[src/rtl/addsub_sched_if.sv]
// rtl/addsub_sched_if.sv - request/response bus between requesters and the add/sub scheduler
// Requester i occupies bit i of the per-requester vectors and [i*WIDTH +: WIDTH] of the operands.
interface addsub_sched_if #(
  parameter int N_REQ = 4,
  parameter int WIDTH = 16
);
  localparam int ID_W = (N_REQ > 1) ? $clog2(N_REQ) : 1;

  logic [N_REQ-1:0]       req_valid;
  logic [N_REQ-1:0]       req_ready;
  logic [N_REQ-1:0]       req_op;
  logic [N_REQ*WIDTH-1:0] req_x;
  logic [N_REQ*WIDTH-1:0] req_y;
  logic                   rsp_valid;
  logic                   rsp_ready;
  logic [ID_W-1:0]        rsp_id;
  logic [WIDTH-1:0]       rsp_result;
  logic                   rsp_carry;
  logic                   rsp_ovf;

  modport slave (
    input  req_valid, req_op, req_x, req_y, rsp_ready,
    output req_ready, rsp_valid, rsp_id, rsp_result, rsp_carry, rsp_ovf
  );

  modport master (
    output req_valid, req_op, req_x, req_y, rsp_ready,
    input  req_ready, rsp_valid, rsp_id, rsp_result, rsp_carry, rsp_ovf
  );
endinterface

[src/rtl/addsub_sched.sv]
// rtl/addsub_sched.sv - round-robin scheduler sharing one add/subtract datapath
// One operation in flight at a time: IDLE grants, EXEC computes, RESP holds the result.
module addsub_sched #(
  parameter int N_REQ = 4,
  parameter int WIDTH = 16
) (
  input  logic               clk,
  input  logic               rst_n,
  addsub_sched_if.slave      bus
);
  localparam int ID_W = (N_REQ > 1) ? $clog2(N_REQ) : 1;
  localparam int CW   = ID_W + 1;

  typedef enum logic [1:0] {IDLE, EXEC, RESP} state_t;

  state_t            state_q, state_d;
  logic [ID_W-1:0]   rr_ptr_q, rr_ptr_d;
  logic              op_q;
  logic [WIDTH-1:0]  x_q, y_q;
  logic [ID_W-1:0]   id_q;
  logic              rsp_valid_q;
  logic [ID_W-1:0]   rsp_id_q;
  logic [WIDTH-1:0]  rsp_result_q;
  logic              rsp_carry_q;
  logic              rsp_ovf_q;

  logic              grant_found;
  logic [ID_W-1:0]   grant_id;
  logic              accept;

  logic [WIDTH-1:0]  b_op;
  logic [WIDTH:0]    sum_full;
  logic              carry_msb;

  // Search starts at rr_ptr and wraps, so the most recently served requester is checked last.
  always_comb begin
    logic [CW-1:0] idx;
    idx         = '0;
    grant_found = 1'b0;
    grant_id    = '0;
    for (int k = 0; k < N_REQ; k++) begin
      idx = {1'b0, rr_ptr_q} + CW'(k);
      if (idx >= CW'(N_REQ)) begin
        idx = idx - CW'(N_REQ);
      end
      if (!grant_found && bus.req_valid[idx[ID_W-1:0]]) begin
        grant_found = 1'b1;
        grant_id    = idx[ID_W-1:0];
      end
    end
  end

  always_comb begin
    state_d       = state_q;
    rr_ptr_d      = rr_ptr_q;
    accept        = 1'b0;
    bus.req_ready = '0;
    case (state_q)
      IDLE: begin
        // req_ready is gated by rst_n so it reads zero while reset is held.
        if (grant_found && rst_n) begin
          bus.req_ready[grant_id] = 1'b1;
          accept                  = 1'b1;
          state_d                 = EXEC;
          rr_ptr_d = (grant_id == ID_W'(N_REQ - 1)) ? '0 : grant_id + 1'b1;
        end
      end
      EXEC: state_d = RESP;
      RESP: begin
        if (bus.rsp_ready) begin
          state_d = IDLE;
        end
      end
      default: state_d = IDLE;
    endcase
  end

  // Subtraction is x + ~y + 1; the adder's carry-out is inverted to give a borrow.
  assign b_op      = op_q ? ~y_q : y_q;
  assign sum_full  = {1'b0, x_q} + {1'b0, b_op} + {{WIDTH{1'b0}}, op_q};
  assign carry_msb = x_q[WIDTH-1] ^ b_op[WIDTH-1] ^ sum_full[WIDTH-1];

  always_ff @(posedge clk or negedge rst_n) begin
    if (!rst_n) begin
      state_q      <= IDLE;
      rr_ptr_q     <= '0;
      op_q         <= 1'b0;
      x_q          <= '0;
      y_q          <= '0;
      id_q         <= '0;
      rsp_valid_q  <= 1'b0;
      rsp_id_q     <= '0;
      rsp_result_q <= '0;
      rsp_carry_q  <= 1'b0;
      rsp_ovf_q    <= 1'b0;
    end else begin
      state_q  <= state_d;
      rr_ptr_q <= rr_ptr_d;
      if (accept) begin
        op_q <= bus.req_op[grant_id];
        x_q  <= bus.req_x[grant_id*WIDTH +: WIDTH];
        y_q  <= bus.req_y[grant_id*WIDTH +: WIDTH];
        id_q <= grant_id;
      end
      if (state_q == EXEC) begin
        rsp_valid_q  <= 1'b1;
        rsp_id_q     <= id_q;
        rsp_result_q <= sum_full[WIDTH-1:0];
        rsp_carry_q  <= sum_full[WIDTH] ^ op_q;
        rsp_ovf_q    <= carry_msb ^ sum_full[WIDTH];
      end else if (state_q == RESP && bus.rsp_ready) begin
        rsp_valid_q <= 1'b0;
      end
    end
  end

  assign bus.rsp_valid  = rsp_valid_q;
  assign bus.rsp_id     = rsp_id_q;
  assign bus.rsp_result = rsp_result_q;
  assign bus.rsp_carry  = rsp_carry_q;
  assign bus.rsp_ovf    = rsp_ovf_q;
endmodule

[src/flat_wrapper.sv]
// flat-port wrapper written by rule: the top's interface ports become plain ports
module addsub_sched_flat 
#(
  parameter int N_REQ = 4,
  parameter int WIDTH = 16
)
  (clk, rst_n, bus_req_valid, bus_req_op, bus_req_x, bus_req_y, bus_rsp_ready, bus_req_ready, bus_rsp_valid, bus_rsp_id, bus_rsp_result, bus_rsp_carry, bus_rsp_ovf);
  addsub_sched_if #(.N_REQ(N_REQ), .WIDTH(WIDTH)) bus_i ();
  input  logic clk;
  input  logic rst_n;
  input wire logic [$bits(bus_i.req_valid)-1:0] bus_req_valid;
  input wire logic [$bits(bus_i.req_op)-1:0] bus_req_op;
  input wire logic [$bits(bus_i.req_x)-1:0] bus_req_x;
  input wire logic [$bits(bus_i.req_y)-1:0] bus_req_y;
  input wire logic [$bits(bus_i.rsp_ready)-1:0] bus_rsp_ready;
  output wire logic [$bits(bus_i.req_ready)-1:0] bus_req_ready;
  output wire logic [$bits(bus_i.rsp_valid)-1:0] bus_rsp_valid;
  output wire logic [$bits(bus_i.rsp_id)-1:0] bus_rsp_id;
  output wire logic [$bits(bus_i.rsp_result)-1:0] bus_rsp_result;
  output wire logic [$bits(bus_i.rsp_carry)-1:0] bus_rsp_carry;
  output wire logic [$bits(bus_i.rsp_ovf)-1:0] bus_rsp_ovf;
  assign bus_i.req_valid = bus_req_valid;
  assign bus_i.req_op = bus_req_op;
  assign bus_i.req_x = bus_req_x;
  assign bus_i.req_y = bus_req_y;
  assign bus_i.rsp_ready = bus_rsp_ready;
  assign bus_req_ready = bus_i.req_ready;
  assign bus_rsp_valid = bus_i.rsp_valid;
  assign bus_rsp_id = bus_i.rsp_id;
  assign bus_rsp_result = bus_i.rsp_result;
  assign bus_rsp_carry = bus_i.rsp_carry;
  assign bus_rsp_ovf = bus_i.rsp_ovf;
  addsub_sched #(.N_REQ(N_REQ), .WIDTH(WIDTH)) u_core (.clk(clk), .rst_n(rst_n), .bus(bus_i));
endmodule
[config.mk]
export PLATFORM = sky130hd
export DESIGN_NAME = addsub_sched_flat
export DESIGN_NICKNAME = d
export VERILOG_FILES = /design/src/rtl/addsub_sched_if.sv /design/src/rtl/addsub_sched.sv /design/src/flat_wrapper.sv
export SDC_FILE = /design/constraint.sdc
export NUM_CORES = 1
export LEC_CHECK = 0
export ABC_AREA = 1
export CELL_PAD_IN_SITES_DETAIL_PLACEMENT = 1
export CELL_PAD_IN_SITES_GLOBAL_PLACEMENT = 1
export CORE_UTILIZATION = 32
export DETAILED_ROUTE_END_ITERATION = 16
export GPL_TIMING_DRIVEN = 0
export PLACE_DENSITY = 0.81
export SLEW_MARGIN = 15
export SYNTH_ARGS = -nofsm -noshare
export SYNTH_HDL_FRONTEND = slang
export SYNTH_SLANG_ARGS = --single-unit
[constraint.sdc]
create_clock -name clk -period 3.7 [get_ports clk]
set_input_delay 0.74 -clock clk [delete_from_list [all_inputs] [get_ports clk]]
set_output_delay 0.74 -clock clk [all_outputs]
set_load 0.02 [all_outputs]
After elaboration in Yosys (flattened, before gate mapping)
Cells that the tools add are included.
- output and inout bits: 25
- logic and storage cells: 91
- register bits after elaboration: 60
- bits of input ports: 139
- mux-type cells: 35
- bitwise gates (word level): 5
- shift-type cells: 2
- add/subtract/negate cells: 10
- eq/ne operators: 5
- $lt $le $gt $ge: 10
- reductions and logical operators: 13
- operator list (cell ; count):
    $shiftx 64x7->16 ; 2
    $mux 2 ; 11
    $add 16x16->17 ; 1
    $add 17x1->17 ; 1
    $mux 16 ; 1
    $not 16->16 ; 1
    $lt 2x3->1 const B ; 5
    $mux 1 ; 14
    $bmux 1 s2 ; 5
    $ge 3x3->1 const B ; 3
    $mux 4 ; 2
    $sub 2x1->2 const B ; 4
    $add 2x2->3 const B ; 2
    $logic_and 1x1->1 ; 6
    $pmux 2 s3 ; 1
    $eq 2x2->1 const B ; 2
    $reduce_and 2->1 ; 2
    $xor 1x1->1 ; 4
    $add 2x1->3 const B ; 1
    $ge 2x3->1 const B ; 1
    $logic_not 1->1 ; 3
    $add 2x1->2 const B ; 1
    $demux 1 s2 ; 1
    $eq 2x1->1 const B ; 1
    5 further kinds ; 5

Depth between registers and ports, before layout
Gate-level depths: netlist of the first run.
- depth in word-level cells: 20
- mapped depth: 15

Least setup slack after synthesis of the first run
Ideal clock, no wire load.
- path type: input-to-output
- from: input bus_req_valid[1]
- to: output bus_req_ready[0]
- setup slack: 828 ps
- stages on the path: 12
- arrival time: 2132 ps
- buffers on the path: 2
- cells stage by stage: inv_1 -> nand2_1 -> nand3_1 -> nand2_2 -> nor2_4 -> nand3_4 -> nand3_4 -> buf_6 -> buf_6 -> ha_1 -> inv_1 -> nor2_1
- cells in the longest elaborated chain, start to end: 18
- elaborated cells between the ends (all ways): 30
- classes of those cells: 2 x order compare; 20 x mux; 8 x reduce/logical
- RTL lines (element ; line ; source):
    from (decl) ; flat_wrapper.sv:11 ; input wire logic [$bits(bus_i.req_valid)-1:0] bus_req_valid;
    $bmux 1 s2 ; addsub_sched.sv:46 ; if (!grant_found && bus.req_valid[idx[ID_W-1:0]]) begin
    $mux 1 (not written as such) ; addsub_sched.sv:46 ;
    $mux 1 ; addsub_sched.sv:46 ;
    $logic_not 1->1 ; addsub_sched.sv:46 ;
    $logic_and 1x1->1 ; addsub_sched.sv:46 ;
    $mux 1 ; addsub_sched.sv:46 ;
    $logic_not 1->1 ; addsub_sched.sv:46 ;
    $logic_and 1x1->1 ; addsub_sched.sv:46 ;
    [2 not listed] ; - ;
    $logic_and 1x1->1 ; addsub_sched.sv:46 ;
    $mux 2 ; addsub_sched.sv:46 ;
    $lt 2x3->1 (not written as such) or $ge 2x1->1 (tied branches) ; addsub_sched.sv:62 ; bus.req_ready[grant_id] = 1'b1;
    $logic_and 1x1->1 (not written as such) ; addsub_sched.sv:62 ;
    $mux 1 (not written as such) ; addsub_sched.sv:62 ;
    $demux 1 s2 ; - ;
    $mux 4 * ; addsub_sched.sv:61 ; if (grant_found && rst_n) begin
    $mux 4 * ; addsub_sched.sv:58 ; case (state_q)
    to (decl) ; flat_wrapper.sv:16 ; output wire logic [$bits(bus_i.req_ready)-1:0] bus_req_ready;
Mark *: on every way between the ends. The rest lies on a longest branch, timed or not. The select of a mux whose other input is x is not followed.

Final worst setup path of the first run
- from: input bus_req_valid[0]
- to: output bus_req_ready[2]
The elaborated chain is that of the path after synthesis.

==> qor.yml, run 1 <==
fin_crit_ns: 3.53
syn-cell-area_mm2: 0.00489
syn2layout_area_growth_pct: 45.4
crit_family: "buffers and inverters"
slowest_stage: "clkdlybuf4s50_1"
grt_pass1_vias: 5852
power_w: 0.00823
fin_skew_ns: 0.00553
synth_nets: 933
synth_top_area_share_pct: 30.7
worst_slew_pin_slew_ns: 0.776
numClockSinks: 60
htreeDepth: 3
layout-drive-gt1-share_pct: 8.07
cts.clk_slew.worst_paths_ns: 0.06
cts_tree: "yes"
overflow: 0
gp_congestion: 0.922
nets: 1109
yosys.area.top_type: "dfrtp_1"
cp-end-kind: "output port"
grt_pass1_wl_um: 28700
fp.dieH_um: 126
hold_path_class: "input pin to async pin"
dpl-instance-area_mm2: 0.00675
clock_path_buffers: 2
cp.arrival_ns: 2.79
slew_violations: 0
dieWidth_um: 126
worstRegToRegCells: 13
p_leak_nw: 3.78
dpl.hpwl_um: 13600
setup_tns_ns: 0
r2r_end: "u_core.bus.rsp_carry"
worst-path-buf-inv: 7
ys_seq_area_share_pct: 30.7
start_kind: "input pin"
crit_chain: "clkdlybuf4s50_1, inv_1, nand2_1, nand3_1, nand2_2, inv_1, nand2_1, nand2_4, nand3_4, buf_12, buf_6, ha_1, inv_1, nor2_1, buf_2"
vias: 5440
die_area_mm2: 0.0158
cts_root_buffer: "clkbuf_16"
cpPeakStageDelay_ns: 0.48
synth.distinct_cells: 34
status: "finished with violations"
coreArea_mm2: 0.0147
ir_drop_v: 0.000399
setup_viol: 0
instances_no_fill: 1138
dr.pass1.iters: 10
ys_warn_count: 0
fin_crit_sh_pct: 95.5
rows: 44
grt_start_max_net_pins: 62
stdcell_area_mm2: 0.00711
avgSynthCellArea_um2: 6.33
cts_hold_buf: 0
path_class: "input pin to output port"
multi_input_area_mm2: 0.00286
drt_wl_total_um: 17100
power.density_mw_per_mm2: 1160
startpoint: "bus_req_valid[0]"
grt_antenna_before_repair: 0
dp_slack_ns: -0.454
timing.fmax_ghz: 0.283
fillers: 1913
r2r_slack_ns: 0.34
num_antenna_cells: 0
start_util_pct: 33.3
drtIter0Drc: 219
rr_startpoint: "u_core.op_q"
setup_ws_ns: 0.166
ff_latch_area_mm2: 0.00150
placedCellCount: 1120
ant_nets: 0
required_ns: 2.96
num_io_pins: 164
clock_latency_ns: 0.33
cts_buffers: 9
viasPerCell: 4.78
cp_max_fo: 11
grt_usage_pct: 22.6
synth_area_leaders: "dfrtp_1 31%, nand2_1 28%, nand3_1 7.2%"
violations: "DRC"
drcViolationCount: 1
finalHoldViolCount: 0
max_slew_margin_pct: 48.3
numPortBuffers: 163
wire_per_inst_um: 15.1
syn_inst: 773
cp_common_cell: "inv_1"
synth.ff_latch_count: 60
cap_violations: 0
-- cells in the final DEF (no fill, tap or decap), types with 3 or more instances in the layout --
master,instances
nand2_2,6
xor2_1,18
nor2_2,3
clkinv_2,3
nand3_4,3
nand4_1,25
buf_4,12
nor2_1,18
inv_1,81
a21oi_1,18
nand3_1,70
buf_2,13
xnor2_1,3
dfrtp_1,60
clkbuf_1,5
ha_1,20
nand2_1,364
clkbuf_16,9
clkdlybuf4s50_1,158
or2_2,6
inv_2,4
o21ai_0,20
buf_1,3
buf_6,5
-- flip-flops by register name (all words and copies together) (netlist names) --
signal / count
u_core.x_q: 16
u_core.op_q: 1
u_core.bus.rsp_carry: 1
u_core.bus.rsp_result: 16
u_core.y_q: 16
u_core.state_q: 2
u_core.id_q: 2
u_core.bus.rsp_id: 2
u_core.rr_ptr_q: 2
u_core.bus.rsp_valid: 1
u_core.bus.rsp_ovf: 1
-- metrics by stage --
stage	hold slack, ns	utilization, %
floorplan	0.444	-
global placement	0.464	45.9
detailed placement	0.467	45.9
CTS	0.481	48.2
global route	0.507	48.4
finish	0.477	48.4
-- worst max-delay path by stage --
| stage | cells past startpoint | to | slack (ns) |
|---|---|---|---|
| 6_report | 15 | bus_req_ready[2] | 0.17 |
| 5_1_grt | 16 | bus_req_ready[3] | -0.02 |
| 4_1_cts | 14 | bus_req_ready[2] | -0.003 |
| 3_5_place_dp | 16 | bus_req_ready[3] | -0.45 |
| 3_3_place_gp | 8 | bus_req_ready[3] | -1.76 |
| 2_1_floorplan | 12 | bus_req_ready[0] | 0.83 |
-- power by group --
group | switching (W) | internal [W] | total [W]
combinational | 0.00383 | 0.00228 | 0.00611
sequential | 0.000231 | 0.000993 | 0.00122
clock | 0.000310 | 0.000586 | 0.000896
total | 0.00437 | 0.00386 | 0.00823
-- cell families (layout without fill, tap and decap cells) --
kind of cell    Yosys count  in the layout  synth area share [%]
simple gates            501            501                  43.5
compound gates           48             48                  5.37
fa+ha+maj                21             21                  5.52
xor+xnor                 21             21                  3.76
buf+inv                 122            303                  11.2
flops                    60             60                  30.7
-- timing repair --
action,in CTS,in global routing
resized for setup,14,16
pin swaps,1,1
setup endpoints to repair,4,4
setup buffers,0,2
-- layer usage --
| layer | vias up | wire (um) | track usage [%] | part of all wire (%) |
|---|---|---|---|---|
| met5 | - | 0 | 0 | 0 |
| met4 | 0 | 264 | 6.10 | 1.5 |
| met3 | 20 | 739 | 3.23 | 4.3 |
| met2 | 129 | 8290 | 39.2 | 48 |
| met1 | 2529 | 7840 | 29.2 | 46 |
| li1 | 2762 | - | - | - |
-- synth_stat cells, drive strengths merged --
cell type  instances
fa                 1
xnor2              3
nor3               2
a31oi              2
nand4             25
buf               29
o211ai             1
a21oi             18
a21boi             2
dfrtp             60
o21ai             20
nand3             74
xor2              18
nor2              22
a21o               2
clkinv             1
o21bai             1
or2                6
o21a               1
ha                20
o31ai              1
inv               87
nand2            372
clkbuf             5
-- final cells by class --
cell class / count / share of cell area, %
well taps: 184 / 3.24
multi-input cells: 591 / 40.2
repair buffers: 165 / 22.9
clock buffers: 9 / 3.17
inverters: 88 / 4.75
plain buffers: 34 / 3.39
flip-flops and latches: 60 / 21.1
clock inverters: 7 / 1.28
Note: power is estimated with default switching activity, not from simulation.
==> run 2: changes to the inputs <==
--- a/config.mk
+++ b/config.mk
@@ -8,6 +8,7 @@
 export ABC_AREA = 1
 export CELL_PAD_IN_SITES_DETAIL_PLACEMENT = 1
 export CELL_PAD_IN_SITES_GLOBAL_PLACEMENT = 1
+export CORE_MARGIN = 2
 export CORE_UTILIZATION = 32
 export DETAILED_ROUTE_END_ITERATION = 16
 export GPL_TIMING_DRIVEN = 0
==> constraint.sdc (replaced) <==
create_clock -name clk -period 3.83 [get_ports clk]
set_input_delay 0.766 -clock clk [delete_from_list [all_inputs] [get_ports clk]]
set_output_delay 0.766 -clock clk [all_outputs]
set_load 0.02 [all_outputs]
==> run 2 against run 1 <==
Against the previous run:
- the run now ends clean
- combinational power shrank 5.7%
- global-route usage shrank 0.78 points
- non-clock buffer count shrank 1
- final cell count grew 0.35%
- wire length shrank 1.0%
- power shrank 6.2%
- critical path depth shrank 1
- clock power shrank 13%
- sequential share of layout area grew 0.12 points
- critical endpoint unchanged
- highest routed layer unchanged
==> qor.yml, run 2 (same netlist as run 1, synthesis figures left out) <==
rsz0062_at_grt: "false"
mostFrequentLayoutCells: "365 x nand2_1, 158 x clkdlybuf4s50_1, 81 x inv_1"
setup_ws_ns: 0.222
coreArea_mm2: 0.0151
fin_crit_ns: 3.61
slowest_stage: "clkdlybuf4s50_1"
viasPerCell: 4.81
overflow: 0
grt_antenna_before_repair: 1
placedCellCount: 1125
grt_pass1_wl_um: 28400
numClockSinks: 60
max_slew_margin_pct: 47.7
slew_violations: 0
r2r_slack_ns: 0.35
ant_nets: 0
numPortBuffers: 163
grt_usage_pct: 21.8
dp_slack_ns: -0.416
cp_max_fo: 11
cp.arrival_ns: 2.84
setup_tns_ns: 0
num_io_pins: 164
fin_crit_sh_pct: 94.2
drtIter0Drc: 205
grt_start_max_net_pins: 61
worstRegToRegCells: 13
p_leak_nw: 3.76
power_frac_seq_pct: 15.2
worst-path-buf-inv: 6
timing.fmax_ghz: 0.277
cp-end-kind: "output port"
start_kind: "input pin"
status: "finished clean"
crit_chain: "clkdlybuf4s50_1, inv_1, nand2_1, nand3_1, nand2_2, nor2_4, nand3_4, nand3_4, buf_8, buf_6, ha_1, inv_1, nor2_1, buf_2"
start_util_pct: 32.4
cpPeakStageDelay_ns: 0.42
clock_path_buffers: 2
dpl.hpwl_um: 13700
cts_root_buffer: "clkbuf_16"
wire_per_inst_um: 14.9
r2r_end: "u_core.bus.rsp_carry"
vias: 5497
fin_skew_ns: 0.00577
power.density_mw_per_mm2: 1090
fillers: 1954
intPower_w: 0.00357
hold_path_class: "input pin to async pin"
switching_share_pct: 53.8
grt_pass1_vias: 5698
crit_family: "buffers and inverters"
required_ns: 3.06
p_comb_share_pct: 74.7
path_class: "input pin to output port"
gp_congestion: 0.827
instances_no_fill: 1142
power_w: 0.00772
final_common_cell: "nand2_1"
cts.clk_slew.worst_paths_ns: 0.05
dieWidth_um: 128
syn2layout_area_growth_pct: 44.6
dr.pass1.iters: 4
cap_violations: 0
finalHoldViolCount: 0
cts_tree: "yes"
ir_drop_v: 0.000426
htreeDepth: 3
cts_buffers: 9
drt_wl_total_um: 17000
rr_startpoint: "u_core.op_q"
clock_latency_ns: 0.33
fp.dieH_um: 128
setup_viol: 0
die_area_mm2: 0.0163
nets: 1108
drcViolationCount: 0
power_switching_w: 0.00415
rows: 45
layout-drive-gt1-share_pct: 7.66
worst_slew_pin_slew_ns: 0.785
pwr-share-clk_pct: 10.1
[run 2: worst max path at each step]
stage / from / endpoint / depth (start not counted)
after floorplan: bus_req_valid[1] / bus_req_ready[0] / 12
after global placement: rst_n / bus_req_ready[3] / 8
after detailed placement: bus_req_valid[3] / bus_req_ready[3] / 16
after CTS: bus_req_valid[3] / bus_req_ready[1] / 16
after global routing: bus_req_valid[3] / bus_req_ready[2] / 16
final: bus_req_valid[1] / bus_req_ready[2] / 14
[run 2: cell type report]
type                    instances  area (um^2)  area share (%)
multi-input cells             591         2860            40.4
repair buffers                165         1650            23.3
flip-flops and latches         60         1500            21.2
inverters                      88          335            4.74
well taps                     188          235            3.32
clock buffers                  11          233            3.29
plain buffers                  33          214            3.02
clock inverters                 5         52.6           0.743
diodes                          1         2.50          0.0354
[run 2: power groups by stage]
stage | clock, W | sequential, W | combinational, W
6_report | 0.000783 | 0.00117 | 0.00576
5_1_grt | 0.000827 | 0.00121 | 0.00652
4_1_cts | 0.000796 | 0.00118 | 0.00581
3_5_place_dp | 0 | 0.00118 | 0.00575
3_3_place_gp | 0 | 0.00117 | 0.00562
2_1_floorplan | 0 | 0.00124 | 0.00388
[run 2: worst reg2reg max path, stage by stage (launching register included)]
cell and delay [ns]:
dfrtp_1 0.34, buf_2 0.28, buf_1 0.64, xor2_1 0.17
ha_1 0.40, a21oi_1 0.20, nand2_1 0.12, a21oi_1 0.30
o21ai_0 0.28, nand2_1 0.16, nand2_1 0.09, or2_2 0.28
nand3_1 0.07, nand2_1 0.05
[run 2: per-layer routing]
| layer | track usage, % | vias to the layer above | routed length (um) |
|---|---|---|---|
| met5 | 0 | - | 0 |
| met4 | 5.82 | 0 | 314 |
| met3 | 3.39 | 22 | 652 |
| met2 | 37.6 | 127 | 8190 |
| met1 | 28.5 | 2583 | 7810 |
| li1 | - | 2765 | - |
[run 2: stage by stage]
step           utilization, %  hold slack (ns)  instance area [um^2]
3_3_place_gp             44.8            0.465                  6760
5_1_grt                  46.9            0.219                  7080
2_1_floorplan               -            0.449                  4890
6_report                 46.9            0.223                  7080
3_5_place_dp             45.0            0.465                  6780
4_1_cts                  46.9            0.216                  7080
[run 2: what timing repair did]
item | 4_1_cts | 5_1_grt
setup buffers | 0 | 1
pin swaps | 0 | 2
resized for setup | 11 | 11
setup endpoints to repair | 4 | 4
hold buffers | 0 | 0
endpoints found under the hold margin | 0 | 0
cloned | 0 | 0
